--- src/rtl/load_store_unit_pkg.sv ---
// rtl/load_store_unit_pkg.sv - shared types and helpers for the load/store unit
package load_store_unit_pkg;

   typedef enum logic [1:0] {
      LSU_WORD = 2'b00,
      LSU_HALF = 2'b01,
      LSU_BYTE = 2'b10
   } lsu_type;

   typedef enum logic [2:0] {
      IDLE    = 3'd0,
      GNT1    = 3'd1,
      RVALID1 = 3'd2,
      GNT2    = 3'd3,
      RVALID2 = 3'd4
   } lsu_state;

   // Encoding 11 is illegal and behaves as a word access
   function automatic lsu_type decode_type(input logic [1:0] raw);
      case (raw)
         2'b01:   return LSU_HALF;
         2'b10:   return LSU_BYTE;
         default: return LSU_WORD;
      endcase
   endfunction

   function automatic logic [7:0] lane_mask(input lsu_type t);
      case (t)
         LSU_HALF: return 8'h03;
         LSU_BYTE: return 8'h01;
         default:  return 8'h0F;
      endcase
   endfunction

endpackage

--- src/rtl/lsu_data_align.sv ---
// rtl/lsu_data_align.sv - byte-lane enables, store rotation and load extraction
module lsu_data_align
   import load_store_unit_pkg::*;
(
   input  logic [1:0]  acc_type,
   input  logic [1:0]  off,
   input  logic        sign_ext,
   input  logic [31:0] wdata,
   input  logic [31:0] rdata,
   output logic [7:0]  be_full,
   output logic [31:0] wdata_rot,
   output logic [31:0] load_data
);

   lsu_type    t;
   logic [4:0] sh;
   logic [5:0] sh_inv;
   logic [31:0] rrot;

   always_comb begin
      t         = decode_type(acc_type);
      sh        = {off, 3'b000};
      sh_inv    = 6'd32 - {1'b0, sh};
      // Upper nibble of be_full holds the lanes that spill into the next word
      be_full   = lane_mask(t) << off;
      wdata_rot = (wdata << sh) | (wdata >> sh_inv);
      rrot      = (rdata >> sh) | (rdata << sh_inv);
      case (t)
         LSU_BYTE: load_data = {{24{sign_ext & rrot[7]}}, rrot[7:0]};
         LSU_HALF: load_data = {{16{sign_ext & rrot[15]}}, rrot[15:0]};
         default:  load_data = rrot;
      endcase
   end

endmodule

--- src/rtl/load_store_unit.sv ---
// rtl/load_store_unit.sv - data-side LSU with req/gnt/rvalid bus and timeout
// Optional split of misaligned accesses: define LSU_MISALIGNED_EN.
module load_store_unit
   import load_store_unit_pkg::*;
#(
   parameter int TIMEOUT_CYCLES = 255
) (
   input  logic        clk_i,
   input  logic        rst_i,
   input  logic        lsu_req_i,
   input  logic        lsu_we_i,
   input  logic [1:0]  lsu_type_i,
   input  logic        lsu_sign_ext_i,
   input  logic [31:0] lsu_addr_i,
   input  logic [31:0] lsu_wdata_i,
   output logic        lsu_ready_o,
   output logic        lsu_done_o,
   output logic        lsu_rdata_valid_o,
   output logic [31:0] lsu_rdata_o,
   output logic        lsu_err_o,
   output logic        data_req_o,
   input  logic        data_gnt_i,
   input  logic        data_rvalid_i,
   input  logic        data_err_i,
   output logic [31:0] data_addr_o,
   output logic        data_we_o,
   output logic [3:0]  data_be_o,
   output logic [31:0] data_wdata_o,
   input  logic [31:0] data_rdata_i
);

   lsu_state    state_q, state_d;
   logic [1:0]  cap_type_q, cap_off_q;
   logic        cap_we_q, cap_sign_q;
   logic [31:0] tmo_cnt_q;
   logic        tmo_hit, accept, reject_mis;
   logic [1:0]  sel_type, sel_off;
   logic [7:0]  be_full;
   logic [31:0] wdata_rot, load_word, load_data;
   logic        ready_d, req_d, we_d, done_d, err_d, rvalid_d;
   logic [3:0]  be_d;
   logic [31:0] addr_d, wdata_d, rdata_d;
`ifdef LSU_MISALIGNED_EN
   logic [3:0]  cap_be_hi_q;
   logic [31:0] beat1_q;
`endif

   // While idle the aligner sees the incoming request, otherwise the captured one
   assign sel_type = (state_q == IDLE) ? lsu_type_i : cap_type_q;
   assign sel_off  = (state_q == IDLE) ? lsu_addr_i[1:0] : cap_off_q;
   assign tmo_hit  = (TIMEOUT_CYCLES != 0) && (tmo_cnt_q == 32'(TIMEOUT_CYCLES));

`ifdef LSU_MISALIGNED_EN
   assign reject_mis = 1'b0;
   always_comb begin
      load_word = data_rdata_i;
      if (state_q == RVALID2) begin
         for (int i = 0; i < 4; i++)
            if (!data_be_o[i]) load_word[8*i +: 8] = beat1_q[8*i +: 8];
      end
   end
`else
   assign reject_mis = |be_full[7:4];
   assign load_word  = data_rdata_i;
`endif

   lsu_data_align u_align (
      .acc_type  (sel_type),
      .off       (sel_off),
      .sign_ext  (cap_sign_q),
      .wdata     (lsu_wdata_i),
      .rdata     (load_word),
      .be_full   (be_full),
      .wdata_rot (wdata_rot),
      .load_data (load_data)
   );

   always_comb begin
      state_d  = state_q;
      accept   = 1'b0;
      done_d   = 1'b0;
      err_d    = 1'b0;
      rvalid_d = 1'b0;
      rdata_d  = lsu_rdata_o;
      addr_d   = data_addr_o;
      be_d     = data_be_o;
      wdata_d  = data_wdata_o;
      we_d     = data_we_o;
      case (state_q)
         IDLE: begin
            if (lsu_req_i) begin
               accept = 1'b1;
               if (reject_mis) begin
                  done_d = 1'b1;
                  err_d  = 1'b1;
               end else begin
                  state_d = GNT1;
                  addr_d  = {lsu_addr_i[31:2], 2'b00};
                  be_d    = be_full[3:0];
                  wdata_d = wdata_rot;
                  we_d    = lsu_we_i;
               end
            end
         end
         GNT1: begin
            if (tmo_hit) begin
               state_d = IDLE;
               done_d  = 1'b1;
               err_d   = 1'b1;
            end else if (data_gnt_i) begin
               state_d = RVALID1;
            end
         end
         RVALID1: begin
            if (tmo_hit) begin
               state_d = IDLE;
               done_d  = 1'b1;
               err_d   = 1'b1;
            end else if (data_rvalid_i) begin
               if (data_err_i) begin
                  state_d = IDLE;
                  done_d  = 1'b1;
                  err_d   = 1'b1;
               end
`ifdef LSU_MISALIGNED_EN
               else if (|cap_be_hi_q) begin
                  state_d = GNT2;
                  addr_d  = data_addr_o + 32'd4;
                  be_d    = cap_be_hi_q;
               end
`endif
               else begin
                  state_d  = IDLE;
                  done_d   = 1'b1;
                  rvalid_d = !cap_we_q;
                  if (!cap_we_q) rdata_d = load_data;
               end
            end
         end
`ifdef LSU_MISALIGNED_EN
         GNT2: begin
            if (tmo_hit) begin
               state_d = IDLE;
               done_d  = 1'b1;
               err_d   = 1'b1;
            end else if (data_gnt_i) begin
               state_d = RVALID2;
            end
         end
         RVALID2: begin
            if (tmo_hit) begin
               state_d = IDLE;
               done_d  = 1'b1;
               err_d   = 1'b1;
            end else if (data_rvalid_i) begin
               state_d = IDLE;
               done_d  = 1'b1;
               if (data_err_i) begin
                  err_d = 1'b1;
               end else if (!cap_we_q) begin
                  rvalid_d = 1'b1;
                  rdata_d  = load_data;
               end
            end
         end
`endif
         default: state_d = IDLE;
      endcase
      ready_d = (state_d == IDLE);
      req_d   = (state_d == GNT1) || (state_d == GNT2);
   end

   always_ff @(posedge clk_i) begin
      if (rst_i) begin
         state_q           <= IDLE;
         lsu_ready_o       <= 1'b1;
         lsu_done_o        <= 1'b0;
         lsu_rdata_valid_o <= 1'b0;
         lsu_err_o         <= 1'b0;
         lsu_rdata_o       <= '0;
         data_req_o        <= 1'b0;
         data_we_o         <= 1'b0;
         data_be_o         <= '0;
         data_addr_o       <= '0;
         data_wdata_o      <= '0;
         tmo_cnt_q         <= '0;
         cap_type_q        <= '0;
         cap_off_q         <= '0;
         cap_we_q          <= 1'b0;
         cap_sign_q        <= 1'b0;
`ifdef LSU_MISALIGNED_EN
         cap_be_hi_q       <= '0;
         beat1_q           <= '0;
`endif
      end else begin
         state_q           <= state_d;
         lsu_ready_o       <= ready_d;
         lsu_done_o        <= done_d;
         lsu_rdata_valid_o <= rvalid_d;
         lsu_err_o         <= err_d;
         lsu_rdata_o       <= rdata_d;
         data_req_o        <= req_d;
         data_we_o         <= we_d;
         data_be_o         <= be_d;
         data_addr_o       <= addr_d;
         data_wdata_o      <= wdata_d;
         if (state_d != state_q)
            tmo_cnt_q <= '0;
         else if (state_q != IDLE)
            tmo_cnt_q <= tmo_cnt_q + 32'd1;
         if (accept) begin
            cap_type_q  <= lsu_type_i;
            cap_off_q   <= lsu_addr_i[1:0];
            cap_we_q    <= lsu_we_i;
            cap_sign_q  <= lsu_sign_ext_i;
`ifdef LSU_MISALIGNED_EN
            cap_be_hi_q <= be_full[7:4];
`endif
         end
`ifdef LSU_MISALIGNED_EN
         if (state_q == RVALID1 && data_rvalid_i) beat1_q <= data_rdata_i;
`endif
      end
   end

endmodule

--- config.mk ---
export PLATFORM = sky130hd
export DESIGN_NAME = load_store_unit
export DESIGN_NICKNAME = d
export VERILOG_FILES = /design/src/rtl/load_store_unit_pkg.sv /design/src/rtl/lsu_data_align.sv /design/src/rtl/load_store_unit.sv
export SDC_FILE = /design/constraint.sdc
export NUM_CORES = 1
export LEC_CHECK = 0
export CORE_ASPECT_RATIO = 1.1
export CORE_MARGIN = 1.5
export CORE_UTILIZATION = 50
export CTS_BUF_LIST = sky130_fd_sc_hd__clkbuf_2
export CTS_CLUSTER_DIAMETER = 200
export DETAILED_ROUTE_END_ITERATION = 12
export PLACE_DENSITY = 0.94
export SETUP_SLACK_MARGIN = 0.02
export SYNTH_ARGS = -nofsm -noshare
export SYNTH_HDL_FRONTEND = slang
export SYNTH_SLANG_ARGS = --single-unit
--- constraint.sdc ---
create_clock -name clk_i -period 7.49 [get_ports clk_i]
set_input_delay 1.1235 -clock clk_i [delete_from_list [all_inputs] [get_ports clk_i]]
set_output_delay 1.1235 -clock clk_i [all_outputs]
set_load 0.01 [all_outputs]
==> results.json <==
{
  "cp_max_fo": 44,
  "fin_util_pct": 65.2,
  "ys_types": 75,
  "synth_edf_count": 0,
  "rsz0062_at_grt": "no",
  "min_period_ps": 4960,
  "dieWidth_um": 124,
  "worst_clock_skew_ps": 43.3,
  "worstSetupEndpointType": "flip-flop",
  "cts_tree": "built",
  "gpl.final_weighted_congestion": 0.978,
  "grt_overflow_total": 0,
  "viasPerCell": 6.50,
  "ys_seq_area_share_pct": 36.1,
  "ant_nets": 0,
  "synth_seq_cells": 145,
  "track_usage_pct": 29.7,
  "ys_async_sr_fraction_pct": 0,
  "clock_sinks": 145,
  "cts-root-buf": "clkbuf_2",
  "tns_ps": 0,
  "die_area_um2": 16800,
  "syn_to_final_growth_pct": 27.7,
  "timing_hold_violations_final": 0,
  "grt_pass1_wl_um": 39400,
  "hold_class": "reg2reg",
  "syn_avg_cell_area_um2": 8.50,
  "clk_pin_slew_worst_paths_ps": 230,
  "tightest_slew_ps": 1350,
  "cts_buffers": 17,
  "rr_startpoint": "state_q[2]",
  "synth_area_um2": 8040,
  "core_area_um2": 15700,
  "synthFlopType": "dfxtp_1",
  "slew_headroom_pct": 9.50,
  "vias": 8497,
  "die_h_um": 136,
  "dpl_cell_area_um2": 9980,
  "clock.fmax_mhz": 201,
  "ios": 212,
  "finalMaxSlewViolations": 0,
  "wl_per_cell_um": 19.5,
  "synth_warnings": 0,
  "fin_crit_sh_pct": 66.3,
  "cts_setup_buffers": 0,
  "powerDensity_nw_per_um2": 173,
  "power.leakage_nw": 3.53,
  "syn_inst": 946,
  "cp-endpoint": "lsu_rdata_o[25]",
  "htree_levels": 4,
  "crit_required_ps": 8090,
  "ctsHoldBuffers": 0,
  "drt_pass1_iterations": 10,
  "r2r_setup_slack_ps": 2530,
  "worstPathArrival_ps": 5560,
  "hpwl_um": 17500,
  "cts_resized": 0,
  "cts.path.max_buffers": 2,
  "setup_violations": 0,
  "initial_utilization_pct": 51.1,
  "portBuffers": 209,
  "fin_nets": 1204,
  "startpoint_type": "flip-flop",
  "drive_gt1_share_pct": 8.13,
  "fin_area_um2": 10300,
  "r2r_cells": 9,
  "fin_hold_ws_ps": 465,
  "drt-initial-drc-count": 1301,
  "r2r_end": "lsu_rdata_o[25]",
  "worstSetupPathType": "reg2reg",
  "drc": 0,
  "grt_antenna_before_repair": 1,
  "rows": 48,
  "crit_path_start": "state_q[2]",
  "status": "complete, no violations",
  "power.total_mw": 1.77,
  "irDropWorstVdd_uv": 134,
  "grt_max_degree": 80,
  "grt_pass1_vias": 7871,
  "clk_latency_ps": 770,
  "wl_um": 25500,
  "cap_violations": 0
}
-- cell usage after synthesis, types with 3 or more instances --
master,instances,area (µm²)
nand4_1,11,68.8
buf_2,23,115
a31oi_1,32,200
nor4_1,14,87.6
and4_1,5,43.8
a32oi_1,4,35.0
nor3_1,57,285
mux4_2,7,158
a2bb2oi_1,12,105
nand2_1,118,443
o21ai_0,35,175
o211ai_1,11,82.6
buf_1,4,15.0
buf_4,11,82.6
xor2_1,6,52.6
buf_6,9,101
nand2b_1,8,50.1
a222oi_1,6,60.1
clkbuf_1,44,165
xnor2_1,24,210
nor2_1,42,158
a311oi_1,9,78.8
nand3_1,38,190
a21oi_1,73,365
or3_1,3,18.8
a211oi_1,36,270
a221oi_1,18,158
o31a_1,4,35.0
o211a_1,13,130
inv_1,14,52.6
a32o_1,4,40.0
and2_1,6,37.5
a22o_1,3,26.3
mux2_4,3,45.0
mux2i_1,23,230
mux2_2,11,124
dfxtp_1,145,2900
o221ai_1,9,78.8
ha_1,4,50.1
a31o_2,7,61.3
-- per-stage QoR --
| stage | setup slack (ps) | std cells |
|---|---|---|
| after floorplan | 3380 | 948 |
| after global placement | 2240 | 1275 |
| after detailed placement | 2160 | 1275 |
| after CTS | 2700 | 1307 |
| after global routing | 2230 | 1308 |
| final | 2530 | 1308 |
-- final cells by class --
cell class | count | area (µm²)
fill | 1289 | 5470
clock buffer | 19 | 95.1
tap | 200 | 250
sequential | 145 | 2900
inverter | 17 | 66.3
antenna | 1 | 2.50
clock inverter | 13 | 184
timing repair buffer | 218 | 2150
multi-input combinational | 695 | 4610
-- cell families (layout without fill, tap and decap cells) --
family,Yosys count,count (layout),share of synthesized area [%]
simple gates,317,317,19.1
compound gates,295,295,26.4
flops,145,145,36.1
buf+inv,108,267,6.79
mux,46,46,7.58
xor+xnor,30,30,3.27
fa+ha+maj,4,4,0.623
other cells,1,4,0.0466
-- registers in the layout, indices dropped and copies added, names as in the netlist --
register / cells
data_wdata_o: 32
lsu_rdata_o: 32
tmo_cnt_q: 32
data_addr_o: 30
data_be_o: 4
state_q: 3
cap_off_q: 2
cap_type_q: 2
cap_sign_q: 1
cap_we_q: 1
data_req_o: 1
data_we_o: 1
lsu_done_o: 1
lsu_err_o: 1
lsu_rdata_valid_o: 1
lsu_ready_o: 1
-- power by group --
| part | total (mW) | switching (mW) | internal, mW |
|---|---|---|---|
| clock | 0.526 | 0.303 | 0.223 |
| combinational | 0.429 | 0.235 | 0.194 |
| sequential | 0.815 | 0.0165 | 0.799 |
-- metal layers --
| metal | vias to the layer above | routed length, µm | part of all wire (%) | track usage (%) |
|---|---|---|---|---|
| met5 | - | 0 | 0 | 0 |
| met4 | 0 | 1100 | 4.3 | 14.8 |
| met3 | 135 | 3060 | 12 | 7.80 |
| met2 | 620 | 11800 | 46 | 47.5 |
| met1 | 3878 | 9490 | 37 | 36.9 |
| li1 | 3864 | - | - | - |
-- placed cells by master (no fill, tap or decap), drive strengths merged, types with 10 or more instances in the layout --
| cell | instances |
|---|---|
| mux2i | 23 |
| clkbuf | 19 |
| o21ai | 38 |
| xnor2 | 24 |
| dfxtp | 145 |
| mux2 | 14 |
| a211oi | 36 |
| nand3 | 38 |
| a221oi | 18 |
| nand4 | 11 |
| inv | 18 |
| o211ai | 11 |
| a31oi | 32 |
| a21oi | 75 |
| nor2 | 42 |
| a2bb2oi | 12 |
| nor3 | 58 |
| clkdlybuf4s50 | 208 |
| nand2 | 120 |
| nor4 | 14 |
| buf | 10 |
| o211a | 13 |
-- critical path: stages, from the launching register on --
cell     delay, ps
dfxtp_1        580
o31ai_4        950
nand2_8        380
inv_4          490
ha_1           690
or2_0          410
o21ai_0        280
a32o_1         380
o21ai_4        450
a31oi_1        180
-- worst min path at each step --
stage	start	slack [ps]	endpoint	cells after the start
floorplan	cap_sign_q	430	cap_sign_q	2
global placement	data_be_o[1]	440	data_be_o[1]	2
detailed placement	data_addr_o[5]	450	data_addr_o[5]	2
CTS	data_addr_o[24]	470	data_addr_o[24]	2
global route	data_addr_o[23]	490	data_addr_o[23]	2
finish	cap_sign_q	470	cap_sign_q	2
(Power assumes the default switching activity.)
